[config.mk]
export PLATFORM = sky130hd
export DESIGN_NAME = pll_reset_sequencer
export DESIGN_NICKNAME = d
export VERILOG_FILES = /design/src/rtl/pll_seq_pkg.sv /design/src/rtl/sync_2ff.sv /design/src/rtl/pll_reset_sequencer.sv
export SDC_FILE = /design/constraint.sdc
export NUM_CORES = 1
export LEC_CHECK = 0
export CORE_ASPECT_RATIO = 0.6
export CORE_MARGIN = 2
export CORE_UTILIZATION = 65
export CTS_CLUSTER_SIZE = 20
export DETAILED_ROUTE_END_ITERATION = 12
export DONT_BUFFER_PORTS = 1
export GPL_ROUTABILITY_DRIVEN = 0
export PLACE_DENSITY_LB_ADDON = 0.1
export RECOVER_POWER = 50
export SLEW_MARGIN = 20
export SYNTH_ARGS = -nofsm -noshare
export SYNTH_HDL_FRONTEND = slang
export SYNTH_SLANG_ARGS = --single-unit
[constraint.sdc]
create_clock -name clk25 -period 3.75 [get_ports clk25]
set_input_delay 0.375 -clock clk25 [delete_from_list [all_inputs] [get_ports clk25]]
set_output_delay 0.375 -clock clk25 [all_outputs]
set_load 0.01 [all_outputs]
[src/rtl/pll_seq_pkg.sv]
// ---------------------------------------------------------------------------
// pll_seq_pkg : state encoding and saturating-increment helper for the
//               PLL reset sequencer.
// Rev 1.0
// ---------------------------------------------------------------------------
`default_nettype none

package pll_seq_pkg;

  typedef enum logic [1:0] {
    HOLD      = 2'd0,
    WAIT_LOCK = 2'd1,
    STABLE    = 2'd2,
    RUN       = 2'd3
  } pll_seq_state_t;

  // Increment a counter of 'width' bits, sticking at all-ones.
  function automatic logic [31:0] sat_inc(input logic [31:0] val, input int unsigned width);
    logic [31:0] max_v;
    max_v = (width >= 32) ? 32'hFFFF_FFFF : ((32'd1 << width) - 32'd1);
    return (val == max_v) ? val : val + 32'd1;
  endfunction

endpackage

`default_nettype wire

[src/rtl/sync_2ff.sv]
// ---------------------------------------------------------------------------
// sync_2ff : generic single-bit two-flop synchroniser, clears to 0.
// Rev 1.0
// ---------------------------------------------------------------------------
`default_nettype none

module sync_2ff (
  input  logic clk,
  input  logic rst,
  input  logic i_d,
  output logic o_q
);

  logic r_meta;
  logic r_sync;

  always_ff @(posedge clk) begin
    if (rst) begin
      r_meta <= 1'b0;
      r_sync <= 1'b0;
    end else begin
      r_meta <= i_d;
      r_sync <= r_meta;
    end
  end

  assign o_q = r_sync;

endmodule

`default_nettype wire

[src/rtl/pll_reset_sequencer.sv]
// ---------------------------------------------------------------------------
// pll_reset_sequencer : holds the PLL in reset, waits for a stable LOCK and
//                       releases downstream domains; re-sequences on lock loss.
// Rev 1.0
// ---------------------------------------------------------------------------
`default_nettype none

module pll_reset_sequencer
  import pll_seq_pkg::*;
#(
  parameter int RST_CYCLES    = 16,
  parameter int LOCK_TIMEOUT  = 1000,
  parameter int STABLE_CYCLES = 64,
  parameter int CNT_W         = 16,
  parameter int STAT_W        = 8
) (
  input  logic              clk25,
  input  logic              rst,
  input  logic              i_pll_lock,
  input  logic              i_relock_req,
  output logic              o_pll_rst,
  output logic              o_ready,
  output logic [STAT_W-1:0] o_relock_count,
  output logic [STAT_W-1:0] o_timeout_count,
  output logic [1:0]        o_state
);

  localparam logic [CNT_W-1:0] c_RST_LAST    = CNT_W'(RST_CYCLES - 1);
  localparam logic [CNT_W-1:0] c_TO_LAST     = CNT_W'(LOCK_TIMEOUT - 1);
  localparam logic [CNT_W-1:0] c_STABLE_LAST = CNT_W'(STABLE_CYCLES - 1);

  pll_seq_state_t    r_state;
  pll_seq_state_t    w_next_state;
  logic [CNT_W-1:0]  r_cnt;
  logic [CNT_W-1:0]  w_next_cnt;
  logic              w_lock_s;
  logic              w_relock_inc;
  logic              w_timeout_inc;
  logic              r_pll_rst;
  logic              r_ready;
  logic [STAT_W-1:0] r_relock_count;
  logic [STAT_W-1:0] r_timeout_count;

  sync_2ff u_lock_sync (
    .clk (clk25),
    .rst (rst),
    .i_d (i_pll_lock),
    .o_q (w_lock_s)
  );

  always_comb begin
    w_next_state  = r_state;
    w_next_cnt    = r_cnt;
    w_relock_inc  = 1'b0;
    w_timeout_inc = 1'b0;
    if (i_relock_req) begin
      w_next_state = HOLD;
      w_next_cnt   = '0;
    end else begin
      case (r_state)
        HOLD: begin
          if (r_cnt == c_RST_LAST) begin
            w_next_state = WAIT_LOCK;
            w_next_cnt   = '0;
          end else begin
            w_next_state = HOLD;
            w_next_cnt   = r_cnt + CNT_W'(1);
          end
        end
        WAIT_LOCK: begin
          if (w_lock_s) begin
            w_next_state = STABLE;
            w_next_cnt   = '0;
          end else if (r_cnt == c_TO_LAST) begin
            w_next_state  = HOLD;
            w_next_cnt    = '0;
            w_timeout_inc = 1'b1;
          end else begin
            w_next_state = WAIT_LOCK;
            w_next_cnt   = r_cnt + CNT_W'(1);
          end
        end
        STABLE: begin
          // A lock glitch while settling is not counted as a lock loss.
          if (!w_lock_s) begin
            w_next_state = HOLD;
            w_next_cnt   = '0;
          end else if (r_cnt == c_STABLE_LAST) begin
            w_next_state = RUN;
            w_next_cnt   = '0;
          end else begin
            w_next_state = STABLE;
            w_next_cnt   = r_cnt + CNT_W'(1);
          end
        end
        RUN: begin
          w_next_cnt = '0;
          if (!w_lock_s) begin
            w_next_state = HOLD;
            w_relock_inc = 1'b1;
          end else begin
            w_next_state = RUN;
          end
        end
        default: begin
          w_next_state = HOLD;
          w_next_cnt   = '0;
        end
      endcase
    end
  end

  // Outputs are registered from the next state so they line up with r_state.
  always_ff @(posedge clk25) begin
    if (rst) begin
      r_state         <= HOLD;
      r_cnt           <= '0;
      r_pll_rst       <= 1'b1;
      r_ready         <= 1'b0;
      r_relock_count  <= '0;
      r_timeout_count <= '0;
    end else begin
      r_state   <= w_next_state;
      r_cnt     <= w_next_cnt;
      r_pll_rst <= (w_next_state == HOLD);
      r_ready   <= (w_next_state == RUN);
      if (w_relock_inc)
        r_relock_count <= STAT_W'(sat_inc(32'(r_relock_count), STAT_W));
      if (w_timeout_inc)
        r_timeout_count <= STAT_W'(sat_inc(32'(r_timeout_count), STAT_W));
    end
  end

  assign o_pll_rst       = r_pll_rst;
  assign o_ready         = r_ready;
  assign o_relock_count  = r_relock_count;
  assign o_timeout_count = r_timeout_count;
  assign o_state         = r_state;

endmodule

`default_nettype wire

==> impl_results.md <==
* Vias per cell at 6.321
* Pleak at 0.5984 nW
* Initial antenna violation count at 0
* Clock Path Buffers at 2
* GRT Util Overall at 27.44%
* Status: complete, no violations
* Critical path origin: r_cnt[0]$_SDFF_PP0_
* Num ports at 24
* CP Launch Type: register
* CTS HTree Levels at 2
* Syn. warnings at 0
* Final Slew Violations at 0
* # clock sinks at 38
* Clock Latency Late Sink at 0.30 ns
* Hold slack at 0.1312 ns
* EDFF count, synth at 0
* Post-synthesis cell area at 1963 um^2
* RSZ-0062 raised after global routing: false
* Pre-antenna DRT Iters at 4
* Routed Antenna Nets at 0
* Final TNS setup at 0 ns
* Clock slew at reported path FFs at 0.08 ns
* Cells after Synth at around 210
* Tmin final at 2.063 ns
* Post-CTS sizing at 0
* Design Area, Final at just over 2000 um^2
* Fraction of layout cells with a size suffix above 1 at 11.90%
* Pin count of the biggest net entering global routing at 23
* Worst setup EP type: register
* Initial Utilization at 68.37%
* Power density cells at approximately 360 nW/um^2
* Post-CTS Hold Fix Bufs at 0
* DP HPWL at 2.913 mm
* Number of hold violations in the final report at 0
* R2r startpoint: r_cnt[0]$_SDFF_PP0_
* Die span in y at 46.57 um
* Max FO, Critical Path at 9
* Core Util, Final at 70.37%
* Final setup violating endpoints at 0
* Synth top area share at 38.75%
* Layout filler cell count at between 200 and 250
* Initial DRC count at 188
* VDD IR max at 0.0002897 V
* Syn_area_per_cell at 9.260 um^2
* Antenna cell count at 0
* Seq cells post-synth at 38
* Synth cell types at 47
* Synth area leader: dfxtp_1
* Num CTS Buffers at 5
* Peak Freq at 0.4848 GHz
* Final net count at 216
* P&R area growth vs syn at 2.932%
* Die area at between 3000 and 4000 um^2
* Global-route wire length before repair at roughly 7 mm
* Register Area at 760.7 um^2
* Ys async rst share at 0%
* Via count at 1593
* DRT Wirelength at 4.081 mm
* CTS tree: done
* Grt ovf at 0
* Drt drc at 0
* Max-capacitance violation count at 0
* Row Count at 15
* Core Region at 2872 um^2
* Largest cells by area after synthesis: dfxtp_1 (39%), a21oi_2 (4.5%), xor2_1 (4.5%)
* CP Data Required Time at a little under 4 ns
* Most common cell in the netlist: dfxtp_1
* Routed length per placed instance at 16.19 um
* Fin crit share at 55.01%
* Hold Path Class: in2reg
* Most used DFF post-synth: dfxtp_1
* Post-CTS Setup Inserts at 0
* Tightest Pin Transition at 0.4653 ns
* Most frequent cells after synthesis: dfxtp_1 (38), nor2_1 (15), nand2_1 (13)
* Hold Crit Start: rst
* Crit Path Category: reg2reg
* Clock skew at 0.003139 ns
* Multi-input gate area at 1097 um^2
* Die X-Extent at 74.95 um
* Syn nets at about 220
* Register area share after synthesis at 38.75%
* Root Buffer: clkbuf_8
* Vias in the first global route at 1483
* Placed cell area at between 1500 and 2000 um^2
* CP arrival at 2.29 ns
* Relative slew margins at 68.94%
* IO Port Bufs at 0
[registers in the layout, summed over array words and instances, names as in the netlist]
signal / cells
o_ready: 1
o_relock_count: 8
r_cnt: 16
o_state: 2
o_timeout_count: 8
u_lock_sync.o_q: 1
o_pll_rst: 1
u_lock_sync.r_meta: 1
[cell usage in the layout (no fill, tap or decap), types with 3 or more instances in the layout]
cell,instances
a21oi_2,10
o31ai_1,3
or4_1,3
nor3_1,8
nor2_1,15
o21ai_0,8
ha_1,3
nand3_1,7
a21oi_1,12
xnor2_1,7
nand4_1,12
o211ai_1,3
or3_1,7
clkbuf_8,6
nor2b_1,3
xor2_1,10
nand2_1,13
nor4_1,6
dfxtp_1,38
[path summary, 6_finish.rpt]
path	endpoint	slack [ns]	cells after the start
max	o_timeout_count[5]$_SDFFE_PP0P_	1.69	5
min	o_timeout_count[0]$_SDFFE_PP0P_	0.13	1
max reg2reg	o_timeout_count[5]$_SDFFE_PP0P_	1.69	5
min reg2reg	u_lock_sync.o_q$_SDFF_PP0_	0.45	1
[per-stage QoR]
stage | power (mW) | setup WS [ns] | instances
after floorplan | 0.4261 | 1.828 | 212
after global placement | 0.4249 | 1.835 | 244
after detailed placement | 0.4255 | 1.739 | 244
after CTS | 0.7216 | 1.698 | 252
after global routing | 0.7404 | 1.518 | 252
final | 0.7196 | 1.687 | 252
[where the power goes]
group          total (mW)  internal, mW  switching [mW]
logic             0.00890       0.00367         0.00523
registers           0.407         0.405         0.00202
clock network       0.304         0.148           0.156
[metal layers]
layer / part of all wire (%) / wire [um] / track usage [%] / vias to the layer above
met2: 41 / 1654 / 39.47 / 62
met1: 49 / 2010 / 37.62 / 728
met5: 0 / 0 / 0 / -
met4: 2.5 / 103 / 11.79 / 0
met3: 7.6 / 312 / 8.972 / 10
li1: - / - / - / 793
[critical path: stages (launching register included)]
cell and delay, ns:
dfxtp_1 0.36, ha_1 0.30, and4b_4 0.27, nand4_1 0.29, or4_1 0.59, a21oi_1 0.17
[logic make-up after synthesis]
logic type | Yosys count | synth area share (%)
muxes | 2 | 1.020
AOI/OAI and AO/OA | 45 | 15.49
adders and majority gates | 3 | 1.912
DFF | 38 | 38.75
buffers and inverters | 13 | 5.354
and+or+nand+nor | 94 | 29.89
xor gates and xnor gates | 17 | 7.584
[final cells by class]
class | instances | share of cell area (%)
Sequential cell | 38 | 37.65
Timing Repair Buffer | 1 | 0.3715
Clock inverter | 2 | 0.6192
Clock buffer | 6 | 4.087
Multi-Input combinational cell | 161 | 54.30
Inverter | 2 | 0.3715
Tap cell | 42 | 2.601
No activity file was read; power rests on OpenSTA's default activity.
